--- src/rtl/deco_pkg.sv ---
// Shared mode encodings, FSM state type and one-hot helper for the sequenced decoder.
package deco_pkg;

  localparam logic [1:0] MODE_DIRECT = 2'd0;
  localparam logic [1:0] MODE_PULSE  = 2'd1;
  localparam logic [1:0] MODE_SCAN   = 2'd2;
  localparam logic [1:0] MODE_IDLE   = 2'd3;

  // State encodings match the mode encodings so the next state is the mode itself.
  typedef enum logic [1:0] {
    ST_DIRECT = 2'd0,
    ST_PULSE  = 2'd1,
    ST_SCAN   = 2'd2,
    ST_IDLE   = 2'd3
  } state_t;

  // Widest supported select is 8 bits; callers truncate to their OUT_W.
  function automatic logic [255:0] onehot(input logic [7:0] sel);
    onehot = 256'd1 << sel;
  endfunction

endpackage

--- src/rtl/onehot_dec.sv ---
// Pure combinational SEL_W-to-2^SEL_W one-hot decoder.
// Latency 0; no handshake, no state.
// No backpressure: output follows idx directly.
module onehot_dec
  import deco_pkg::*;
#(
  parameter  int SEL_W = 3,
  localparam int OUT_W = 2 ** SEL_W
) (
  input  logic [SEL_W-1:0] idx,
  output logic [OUT_W-1:0] dec
);

  assign dec = OUT_W'(onehot(8'(idx)));

endmodule

--- src/rtl/deco_seq_n.sv ---
// Registered N-to-2^N one-hot decoder with DIRECT latch, PULSE strobe and SCAN sequencing.
// Latency 1 cycle from accept (or scan step) to decoded_op.
// in_ready drops outside DIRECT/PULSE, on mode change and when en is low.
module deco_seq_n
  import deco_pkg::*;
#(
  parameter  int SEL_W      = 3,
  parameter  bit ACTIVE_LOW = 1'b0,
  localparam int OUT_W      = 2 ** SEL_W
) (
  input  logic             clk,
  input  logic             rst,
  input  logic [1:0]       mode,
  input  logic             en,
  input  logic [SEL_W-1:0] select,
  input  logic             in_valid,
  output logic             in_ready,
  output logic [OUT_W-1:0] decoded_op,
  output logic             out_valid,
  output logic [SEL_W-1:0] scan_idx,
  output logic             scan_wrap
);

  state_t           state;
  logic [SEL_W-1:0] sel_q;
  logic             held;
  logic [SEL_W-1:0] cnt;
  logic [OUT_W-1:0] dec_q;
  logic [OUT_W-1:0] dec_nxt;
  logic [SEL_W-1:0] idx_mux;
  logic             mode_chg;
  logic             accept;

  assign mode_chg = (mode != 2'(state));
  assign in_ready = en && !rst && (mode == MODE_DIRECT || mode == MODE_PULSE) && !mode_chg;
  assign accept   = in_valid && in_ready;

  // A fresh accept decodes the incoming select; otherwise the held code or the scan counter.
  assign idx_mux = accept ? select : ((state == ST_SCAN) ? cnt : sel_q);

  onehot_dec #(.SEL_W(SEL_W)) u_dec (
    .idx (idx_mux),
    .dec (dec_nxt)
  );

  always_ff @(posedge clk) begin
    if (rst) begin
      state     <= ST_IDLE;
      sel_q     <= '0;
      held      <= 1'b0;
      cnt       <= '0;
      dec_q     <= '0;
      out_valid <= 1'b0;
      scan_idx  <= '0;
      scan_wrap <= 1'b0;
    end else if (mode_chg) begin
      state     <= state_t'(mode);
      held      <= 1'b0;
      cnt       <= '0;
      dec_q     <= '0;
      out_valid <= 1'b0;
      scan_idx  <= '0;
      scan_wrap <= 1'b0;
    end else begin
      dec_q     <= '0;
      out_valid <= 1'b0;
      scan_idx  <= '0;
      scan_wrap <= 1'b0;
      if (en) begin
        case (state)
          ST_DIRECT: begin
            if (accept) begin
              sel_q     <= select;
              held      <= 1'b1;
              dec_q     <= dec_nxt;
              out_valid <= 1'b1;
            end else if (held) begin
              dec_q     <= dec_nxt;
              out_valid <= 1'b1;
            end
          end
          ST_PULSE: begin
            if (accept) begin
              dec_q     <= dec_nxt;
              out_valid <= 1'b1;
            end
          end
          ST_SCAN: begin
            dec_q     <= dec_nxt;
            out_valid <= 1'b1;
            scan_idx  <= cnt;
            scan_wrap <= (cnt == SEL_W'(OUT_W - 1));
            cnt       <= cnt + SEL_W'(1);
          end
          default: begin
          end
        endcase
      end
    end
  end

  assign decoded_op = ACTIVE_LOW ? ~dec_q : dec_q;

endmodule

--- config.mk ---
export PLATFORM = sky130hd
export DESIGN_NAME = deco_seq_n
export DESIGN_NICKNAME = d
export VERILOG_FILES = /design/src/rtl/deco_pkg.sv /design/src/rtl/onehot_dec.sv /design/src/rtl/deco_seq_n.sv
export SDC_FILE = /design/constraint.sdc
export NUM_CORES = 1
export LEC_CHECK = 0
export ABC_AREA = 1
export CORE_AREA = 3 3 49 51
export DETAILED_ROUTE_END_ITERATION = 10
export DIE_AREA = 0 0 52 54
export PLACE_DENSITY_LB_ADDON = 0.25
export SETUP_SLACK_MARGIN = 0.05
export SLEW_MARGIN = 20
export SYNTH_ARGS = -nofsm -noshare
export SYNTH_HDL_FRONTEND = slang
export SYNTH_SLANG_ARGS = --single-unit
--- constraint.sdc ---
create_clock -name clk -period 3.3 [get_ports clk]
set_input_delay 0.33 -clock clk [delete_from_list [all_inputs] [get_ports clk]]
set_output_delay 0.33 -clock clk [all_outputs]
set_load 0.02 [all_outputs]
Yosys cells after proc, flatten, opt, wreduce, memory -nomap -nowiden

Index checks and enable logic that the tools add are counted.
Widths: inputs -> output; s select.

Add/sub/neg operators: 1
Equal/unequal tests: 5
Shift-type cells: 1
Muxes and demuxes: 10
Bitwise gates (word level): 3
Reductions and logical operators: 15

Operator list:

| kind                | count |
|---|---|
| $mux 8              | 3 |
| $pmux 8 s3          | 1 |
| $shl 1x3->8 const A | 1 |
| $mux 3              | 2 |
| $eq 2x1->1 const B  | 2 |
| $logic_and 1x1->1   | 4 |
| $logic_not 2->1     | 2 |
| $reduce_and 4->1    | 1 |
| $reduce_or 4->1     | 1 |
| $add 3x1->3 const B | 1 |
| $eq 3x3->1 const B  | 1 |
| $mux 1              | 3 |
| $not 1->1           | 3 |
| $pmux 1 s3          | 1 |
| $reduce_and 3->1    | 1 |
| $reduce_or 3->1     | 1 |
| $eq 2x2->1 const B  | 1 |
| $logic_not 1->1     | 2 |
| $ne 2x2->1          | 1 |
| $reduce_and 2->1    | 1 |
| $reduce_or 2->1     | 1 |
| $logic_or 1x1->1    | 1 |

Register bits: 22
Bits of input ports: 9
Output and inout port bits: 14
Logic and storage cells: 43

Depth between registers and ports, before layout

Gate-level depths: netlist of run 1.

Depth after elaboration: 10
Mapped depth: 9

Cells and area by module

A second synthesis of run 1 with hierarchy kept.

Cell total of the unflattened synthesis: 133
Area total of the unflattened synthesis: 1,013.5 um2

Modules (own cells, without submodules):

| module     | instances | cells each | area each (um2) | sequential area each (um2) |
|---|---|---|---|---|
| deco_seq_n | 1         | 118        | 957.2           | 440.4 |
| onehot_dec | 1         | 15         | 56.3            | 0.0 |

Worst setup path before layout of run 1

No wires, ideal clock.

Kind: flip-flop to output port
From: register state[0]
To: output in_ready
Arrival: 1,270 ps
Slack: 1,700 ps
Cell stages (with the launch flop): 7
Buffers on the path: 0
Cells stage by stage: dfxtp_1 inv_2 nand2_1 nand2_2 nor2_8 inv_1 nor3_1

Longest elaborated chain between the ends: 3

RTL lines:

| what                   | RTL line         | RTL |
|---|---|---|
| from (decl)            | deco_seq_n.sv:24 | `state_t state;` |
| from (signal assigned) | deco_seq_n.sv:57 | `state <= state_t'(mode);` |
| $ne 2x2->1             | deco_seq_n.sv:34 | `assign mode_chg = (mode != 2'(state));` |
| $logic_not 1->1        | deco_seq_n.sv:35 | `assign in_ready = en && !rst && (mode == MODE_DIRECT \|\| mode == MODE_PULSE) && !mode_chg;` |
| $logic_and 1x1->1      | deco_seq_n.sv:35 |  |
| to (decl)              | deco_seq_n.sv:17 | `output logic in_ready,` |

No other way between the ends.

Worst setup path in the final report of run 1

From: input mode[1]
To: output in_ready

Longest elaborated chain between the ends: 4

RTL lines:

| what                                          | RTL line         | RTL |
|---|---|---|
| from (decl)                                   | deco_seq_n.sv:13 | `input logic [1:0] mode,` |
| $eq 2x1->1 or $logic_not 2->1 (tied branches) | deco_seq_n.sv:35 |  |
| $logic_or 1x1->1                              | deco_seq_n.sv:35 |  |
| $logic_and 1x1->1                             | deco_seq_n.sv:35 |  |
| $logic_and 1x1->1 *                           | deco_seq_n.sv:35 |  |

Mark *: on every way between the ends. The rest lies on a longest branch, timed or not.

==> results of run 1 <==
-- where the power goes --
group | internal, mW | total, mW | switching [mW]
clock network | 0.123 | 0.202 | 0.0795
registers | 0.267 | 0.269 | 0.00192
logic | 0.0180 | 0.0476 | 0.0296
total | 0.408 | 0.519 | 0.111
-- per-stage QoR --
stage	power, mW	utilization	hold slack (ns)	cells
floorplan	0.304	-	0.427	133
global placement	0.321	0.627	0.457	181
detailed placement	0.322	0.627	0.455	181
CTS	0.524	0.653	0.473	185
global route	0.539	0.653	0.500	185
finish	0.519	0.653	0.478	185
-- layout make-up --
cell class,count,share of cell area
Clock buffer,3,0.0174
Clock inverter,1,0.0232
Inverter,19,0.0551
Multi-Input combinational cell,91,0.368
Sequential cell,22,0.340
Tap cell,27,0.0261
Timing Repair Buffer,22,0.170
-- critical path, cell delays in order --
cell,delay [ns]
clkdlybuf4s50_1,0.57
inv_1,0.09
nand2_1,0.08
nand2_2,0.10
nor2_8,0.17
inv_1,0.07
nor3_1,0.15
clkdlybuf4s50_1,0.64
-- final timing paths --
kind                 start             to  slack [ns]  depth (start not counted)
setup reg to reg  state[0]  decoded_op[5]        1.89                          8
setup / recovery   mode[1]       in_ready        0.77                          8
hold / removal        held           held        0.48                          2
hold reg to reg       held           held        0.48                          2
-- logic make-up after synthesis --
logic type / after synthesis / synth area share
AOI/OAI and AO/OA: 9 / 0.0568
buffers and inverters: 20 / 0.0757
adders and majority gates: 2 / 0.0252
and+or+nand+nor: 80 / 0.398
DFF: 22 / 0.444
-- flip-flops by register name (all words and copies together), names as in the netlist --
signal,count
decoded_op,8
cnt,3
scan_idx,3
sel_q,3
state,2
held,1
out_valid,1
scan_wrap,1
-- per-layer routing --
layer  GRT usage  wire (µm)  part of all wire
met4      0.0699         44             0.024
met3      0.0249        115             0.063
met2       0.266        870              0.47
met5           0          0                 0
met1       0.163        807              0.44
-- cells in the final DEF, fill, tap and decap left out, drive strengths merged, types with 2 or more instances in the layout --
| cell type | instances |
|---|---|
| nor2 | 23 |
| o21ai | 4 |
| nand2 | 46 |
| nand4 | 8 |
| dfxtp | 22 |
| inv | 19 |
| ha | 2 |
| a21oi | 5 |
| clkdlybuf4s50 | 22 |
| clkbuf | 3 |
==> results.yml, run 1 <==
status:
  status: "complete, no violations"
cts:
  tritoncts: "built"
  cts_resized: 0
  clock_path_buffers: 2
  htree_levels: 1
  cts_setup_buffers: 0
  clock-sinks: 22
  clk_pin_slew_ns: 0.12
  root_buffer: "clkbuf_4"
  cts_hold_buffers: 0
  cts_buffers: 3
  clk_latency_ns: 0.30
route:
  dr.pass1.iters: 4
  vias: 889
  drtIter0Drc: 19
  drc: 0
  ant_nets: 0
  routedWlPerCell_um: 9.93
  wl_um: 1840
  viasPerCell: 4.81
synthesis:
  synth_area_per_cell_um2: 7.46
  yosysMostFrequentCell: "nand2_1"
  syn_area_um2: 992
  synth-seq-area-share: 0.444
  yosysTopAreaCell: "dfxtp_1"
  synth_warnings: 0
  synth_cells: 133
  synth_seq_cells: 22
  synth_fp_nets: 144
  yosys-top-cells-area: "dfxtp_1, nand2_1, nor2_1, inv_1, nand4_1"
  synth_common_cells: "nand2_1, dfxtp_1, nor2_1"
  synthFlopType: "dfxtp_1"
  synth_edf_count: 0
  synth_top_area_frac: 0.444
  ys_types: 20
  async_reset_ff_frac: 0
layout:
  fillers: 162
  final_layout_size_suffix_gt1_frac: 0.108
  antennaDiodeCount: 0
  final-seq-area_um2: 440
  fin_area_mm2: 0.00129
  multi_input_area_um2: 477
  area_growth_pct: 30.5
  layout.nets: 170
global_route:
  grt_pass1_vias: 754
  antenna_found_initial: 0
  grt_pass1_wl_um: 3060
  grt_start_max_net_pins: 14
  grt-ovfl-total: 0
  grt_use_total: 0.146
floorplanning:
  io_pins: 23
  start_util: 0.501
  die_area_mm2: 0.00281
  core_mm2: 0.00198
  row_count: 16
  die_w_um: 52
  die_h_um: 54
sta:
  min_period_ns: 2.53
  hold_viol: 0
  finalSetupViolCount: 0
  fmax_mhz: 395
  setup_tns_ns: 0
  worst_pin_slew_ns: 0.357
  grt_setup_unrepaired: "false"
  finalCritPeriodShare: 0.767
  layout_setup_ws_ns: 0.771
  skew_ns: 0.00492
  maxSlewHeadroom: 0.760
  drv_slew: 0
worst_setup_path:
  cp_max_fo: 9
  timing_worst_setup_path_type: "input port to output port"
  cp-start-kind: "input port"
  cp.required_ns: 2.97
  critPathArrivalTime_ns: 2.20
  worst_setup_path_end_kind: "output port"
worst_hold_path:
  hold_path_class: "flip-flop to flip-flop"
power:
  p_leak_nw: 0.574
  irDropWorstVdd_uv: 301
  p_per_area_mw_per_mm2: 401
place:
  placed_cell_area_mm2: 0.00124
  dp_hpwl_um: 1460
  port_buffers: 22
  place_congestion: 0.840
  pre_cts_ws_ns: 0.804
job:
  maxCapViolations: 0
Power figures use the tool's default switching activity.
==> run 2: changes to the inputs <==
--- a/config.mk
+++ b/config.mk
@@ -6,9 +6,9 @@
 export NUM_CORES = 1
 export LEC_CHECK = 0
 export ABC_AREA = 1
-export CORE_AREA = 3 3 49 51
+export CORE_AREA = 3 3 50 52
 export DETAILED_ROUTE_END_ITERATION = 10
-export DIE_AREA = 0 0 52 54
+export DIE_AREA = 0 0 53 55
 export PLACE_DENSITY_LB_ADDON = 0.25
 export SETUP_SLACK_MARGIN = 0.05
 export SLEW_MARGIN = 20
==> constraint.sdc (replaced) <==
create_clock -name clk -period 2.4 [get_ports clk]
set_input_delay 0.24 -clock clk [delete_from_list [all_inputs] [get_ports clk]]
set_output_delay 0.24 -clock clk [all_outputs]
set_load 0.02 [all_outputs]
==> results.yml, run 2 (synthesized netlist as in run 1, its figures left out) <==
global_route:
  grt_pass1_vias: 728
  grt_pass1_wl_um: 2890
  antenna_found_initial: 0
  grt_start_max_net_pins: 14
  grt-ovfl-total: 0
  grt_use_total: 0.136
route:
  wl_um: 1850
  vias: 879
  viasPerCell: 4.70
  drc: 0
  ant_nets: 0
  drtIter0Drc: 7
  routedWlPerCell_um: 9.90
  dr.pass1.iters: 4
layout:
  largest_register_ffs: 8
  layout_common_cells: "nand2_1, dfxtp_1, clkdlybuf4s50_1"
  area_growth_pct: 31.4
  layout.nets: 171
  final_layout_size_suffix_gt1_frac: 0.113
  postLayoutCoreUtil: 0.607
  stdcell_count: 187
  antennaDiodeCount: 0
  final_common_cell: "nand2_1"
worst_setup_path:
  cp-start-kind: "input port"
  cp_max_fo: 4
  cp.required_ns: 2.16
  critPathArrivalTime_ns: 1.98
  worst_setup_path_end_kind: "output port"
  timing_worst_setup_path_type: "input port to output port"
floorplanning:
  core_mm2: 0.00215
  start_util: 0.462
  die_h_um: 55
  die_area_mm2: 0.00292
  io_pins: 23
  row_count: 17
  die_w_um: 53
sta:
  min_period_ns: 2.22
  layout_setup_ws_ns: 0.179
  hold_viol: 0
  grt_setup_unrepaired: "false"
  fmax_mhz: 450
  maxSlewHeadroom: 0.755
  setup_tns_ns: 0
  drv_slew: 0
  worst_pin_slew_ns: 0.363
  skew_ns: 0.00442
  finalSetupViolCount: 0
  finalCritPeriodShare: 0.926
cts:
  tritoncts: "built"
  clock_path_buffers: 2
  cts_resized: 0
  root_buffer: "clkbuf_4"
  cts_hold_buffers: 0
  htree_levels: 1
  cts_buffers: 3
  clk_pin_slew_ns: 0.12
  cts_setup_buffers: 0
  clock-sinks: 22
  clk_latency_ns: 0.30
power:
  p_clk_frac: 0.390
  irDropWorstVdd_uv: 330
  netSwitchingPower_uw: 154
  pwr-share-comb: 0.094
  p_int_uw: 563
  totalPowerFinal_uw: 717
  p_per_area_mw_per_mm2: 550
  p_sw_frac: 0.215
  p_leak_nw: 0.579
  p_seq_frac: 0.516
place:
  dp_hpwl_um: 1480
  port_buffers: 22
  place_inst: 183
  place_congestion: 0.760
  pre_cts_ws_ns: 0.181
status:
  status: "complete, no violations"
worst_hold_path:
  hold_path_class: "flip-flop to flip-flop"
job:
  maxCapViolations: 0
==> run 2: cell types whose count changed in the layout (fill, tap and decap cells not counted) <==
cell	before	now
buf_4	0	1
==> run 2: cell type report <==
| cell class | count | area (µm²) |
|---|---|---|
| multi-input combinational | 91 | 477 |
| inverter | 19 | 71.3 |
| tap | 28 | 35.0 |
| timing repair buffer | 23 | 228 |
| clock buffer | 3 | 22.5 |
| sequential | 22 | 440 |
| clock inverter | 1 | 30.0 |
| fill | 203 | 845 |
==> run 2: routing by layer <==
layer,part of all wire,up-vias,global-route usage
met3,0.049,4,0.0295
met2,0.50,19,0.246
met4,0.015,0,0.0511
met1,0.43,392,0.156
met5,0,-,0
li1,-,464,-
==> run 2: power by group through the flow <==
stage          registers (mW)  clock network [mW]  logic [mW]
2_1_floorplan           0.378                   0      0.0395
3_3_place_gp            0.378                   0      0.0661
3_5_place_dp            0.378                   0      0.0672
4_1_cts                 0.370               0.288      0.0676
5_1_grt                 0.371               0.298      0.0740
6_report                0.370               0.279      0.0674
==> run 2: critical path, cell delays in order <==
cell	delay [ns]
clkdlybuf4s50_1	0.57
inv_1	0.09
nand2_1	0.08
nand2_2	0.11
nor2_8	0.10
inv_1	0.05
nor3_1	0.12
clkdlybuf4s50_1	0.63
==> run 2: worst paths after layout <==
kind | start | endpoint | slack [ns] | cells after the start
hold reg to reg | held | held | 0.47 | 2
setup / recovery | mode[1] | in_ready | 0.18 | 8
setup reg to reg | state[0] | decoded_op[6] | 0.93 | 9
hold / removal | held | held | 0.47 | 2
==> run 2: stage by stage <==
| stage | area (µm²) | hold WS, ns |
|---|---|---|
| after CTS | 1300 | 0.470 |
| after global placement | 1250 | 0.449 |
| final | 1300 | 0.473 |
| after detailed placement | 1250 | 0.452 |
| after global routing | 1300 | 0.489 |
| after floorplan | 992 | 0.337 |
==> run 3: changes to the inputs <==
--- a/config.mk
+++ b/config.mk
@@ -5,10 +5,9 @@
 export SDC_FILE = /design/constraint.sdc
 export NUM_CORES = 1
 export LEC_CHECK = 0
-export ABC_AREA = 1
-export CORE_AREA = 3 3 50 52
+export CORE_AREA = 3 3 49 51
 export DETAILED_ROUTE_END_ITERATION = 10
-export DIE_AREA = 0 0 53 55
+export DIE_AREA = 0 0 52 54
 export PLACE_DENSITY_LB_ADDON = 0.25
 export SETUP_SLACK_MARGIN = 0.05
 export SLEW_MARGIN = 20
==> results.yml, run 3 <==
synthesis:
  syn_area_um2: 927
  yosys-top-cells-area: "dfxtp_1, mux2i_1, nor4_1, mux2_2, xnor2_4"
  ys_types: 27
  synth_warnings: 0
  synth_top_area_frac: 0.475
  yosysMostFrequentCell: "dfxtp_1"
  synth-seq-area-share: 0.475
  synth_seq_cells: 22
  synth_common_cells: "dfxtp_1, nor4_1, mux2i_1"
  synth_cells: 83
  synthFlopType: "dfxtp_1"
  synth_edf_count: 0
  async_reset_ff_frac: 0
  synth_area_per_cell_um2: 11.2
  synth_fp_nets: 94
  yosysTopAreaCell: "dfxtp_1"
layout:
  area_growth_pct: 29.4
  antennaDiodeCount: 0
  layout_common_cells: "dfxtp_1, clkdlybuf4s50_1, nor4_1"
  stdcell_count: 135
  largest_register_ffs: 8
  fillers: 168
  final-seq-area_um2: 440
  postLayoutCoreUtil: 0.605
  multi_input_area_um2: 472
  final_layout_size_suffix_gt1_frac: 0.148
  layout.nets: 121
route:
  drtIter0Drc: 9
  drc: 0
  dr.pass1.iters: 4
  viasPerCell: 5.13
  ant_nets: 0
  routedWlPerCell_um: 12.0
  vias: 692
  wl_um: 1620
place:
  place_congestion: 0.732
  port_buffers: 22
  pre_cts_ws_ns: 0.229
  place_inst: 132
  dp_hpwl_um: 1300
floorplanning:
  die_area_mm2: 0.00281
  row_count: 16
  start_util: 0.468
  die_w_um: 52
  io_pins: 23
  die_h_um: 54
  core_mm2: 0.00198
cts:
  clk_latency_ns: 0.29
  cts_buffers: 3
  cts_hold_buffers: 0
  cts_resized: 0
  clock_path_buffers: 2
  cts_setup_buffers: 0
  htree_levels: 1
  tritoncts: "built"
  root_buffer: "clkbuf_4"
  clock-sinks: 22
  clk_pin_slew_ns: 0.11
worst_setup_path:
  cp_max_fo: 6
  path_buf_inv: 2
  max_stage_delay_ns: 0.59
  cp_common_cell: "clkdlybuf4s50_1"
  cp-start-kind: "input port"
  cp.required_ns: 2.16
  worst_setup_path_end_kind: "output port"
  timing_worst_setup_path_type: "input port to output port"
  path_delay_family: "buffers and inverters"
  critPathSlowestCell: "clkdlybuf4s50_1"
  critPathArrivalTime_ns: 1.93
  worstPathCellList: "clkdlybuf4s50_1 > nor4b_4 > and2_2 > clkdlybuf4s50_1"
power:
  netSwitchingPower_uw: 122
  pwr-share-comb: 0.089
  p_clk_frac: 0.264
  p_leak_nw: 0.463
  p_seq_frac: 0.647
  irDropWorstVdd_uv: 339
  p_per_area_mw_per_mm2: 480
  p_int_uw: 454
  p_sw_frac: 0.212
global_route:
  grt-ovfl-total: 0
  antenna_found_initial: 0
  grt_start_max_net_pins: 12
  grt_use_total: 0.138
  grt_pass1_wl_um: 2820
  grt_pass1_vias: 643
sta:
  layout_setup_ws_ns: 0.228
  grt_setup_unrepaired: "false"
  hold_viol: 0
  finalCritPeriodShare: 0.905
  setup_tns_ns: 0
  skew_ns: 0.00697
  drv_slew: 0
  finalSetupViolCount: 0
  worst_pin_slew_ns: 0.430
  maxSlewHeadroom: 0.712
  fmax_mhz: 460
  min_period_ns: 2.17
job:
  maxCapViolations: 0
status:
  status: "complete, no violations"
worst_hold_path:
  hold_path_class: "flip-flop to flip-flop"
==> run 3: cell types whose count changed in the layout (fill, tap and decap cells not counted), moves of 3 or more <==
cell     before  now
nand2_1      42    4
inv_1        17    1
nor2_1       20    4
nor4_1        0    8
mux2i_1       0    6
nand4_1       6    1
and2_1        0    4
mux2_2        0    4
nand2_2       4    0
o21ai_0       4    0
nor2b_1       0    3
==> run 3: final cells by class <==
class	count	share of cell area
clock buffers	3	0.0188
well taps	27	0.0282
flip-flops and latches	22	0.367
inverters	1	0.00313
repair buffers	23	0.190
multi-input cells	59	0.393
==> run 3: per-stage QoR <==
| stage | hold slack [ns] | total power [mW] | instance area (µm²) |
|---|---|---|---|
| 5_1_grt | 0.546 | 0.605 | 1200 |
| 3_3_place_gp | 0.466 | 0.431 | 1180 |
| 2_1_floorplan | 0.312 | 0.407 | 927 |
| 6_report | 0.489 | 0.576 | 1200 |
| 3_5_place_dp | 0.469 | 0.432 | 1180 |
| 4_1_cts | 0.489 | 0.586 | 1200 |
==> run 3: tightest hold or removal path, delay by kind of cell, from the launching register on <==
family | cells | cell delay, ns
DFF | 1 | 0.35
buffers and inverters | 1 | 0.06
AOI/OAI and AO/OA | 1 | 0.05
==> run 3: kinds of logic (layout without fill, tap and decap cells) <==
family	Yosys count	count (layout)	share of synthesized area
AOI/OAI and AO/OA	7	7	0.0432
xor gates and xnor gates	3	3	0.0486
adders and majority gates	2	2	0.0270
buffers and inverters	2	27	0.0162
DFF	22	22	0.475
muxes	11	11	0.130
and+or+nand+nor	36	36	0.260
==> run 3: per-layer routing <==
layer | up-vias | global-route usage | routed length, µm
met3 | 2 | 0.0582 | 94
met2 | 18 | 0.234 | 824
met4 | 0 | 0.0262 | 10
met1 | 324 | 0.162 | 688
li1 | 348 | - | -
met5 | - | 0 | 0
==> run 3: power by group through the flow <==
stage / Clock, mW / Combinational [mW] / Sequential, mW
global route: 0.176 / 0.0557 / 0.373
CTS: 0.162 / 0.0514 / 0.373
floorplan: 0 / 0.0281 / 0.379
detailed placement: 0 / 0.0513 / 0.381
finish: 0.152 / 0.0513 / 0.373
global placement: 0 / 0.0503 / 0.381
==> run 3: final timing paths <==
check,from,endpoint,slack [ns],depth (start not counted)
worst max register to register,state[1],decoded_op[2],0.50,4
worst max-delay path,en,in_ready,0.23,4
worst min register to register,held,held,0.49,2
worst min-delay path,held,held,0.49,2
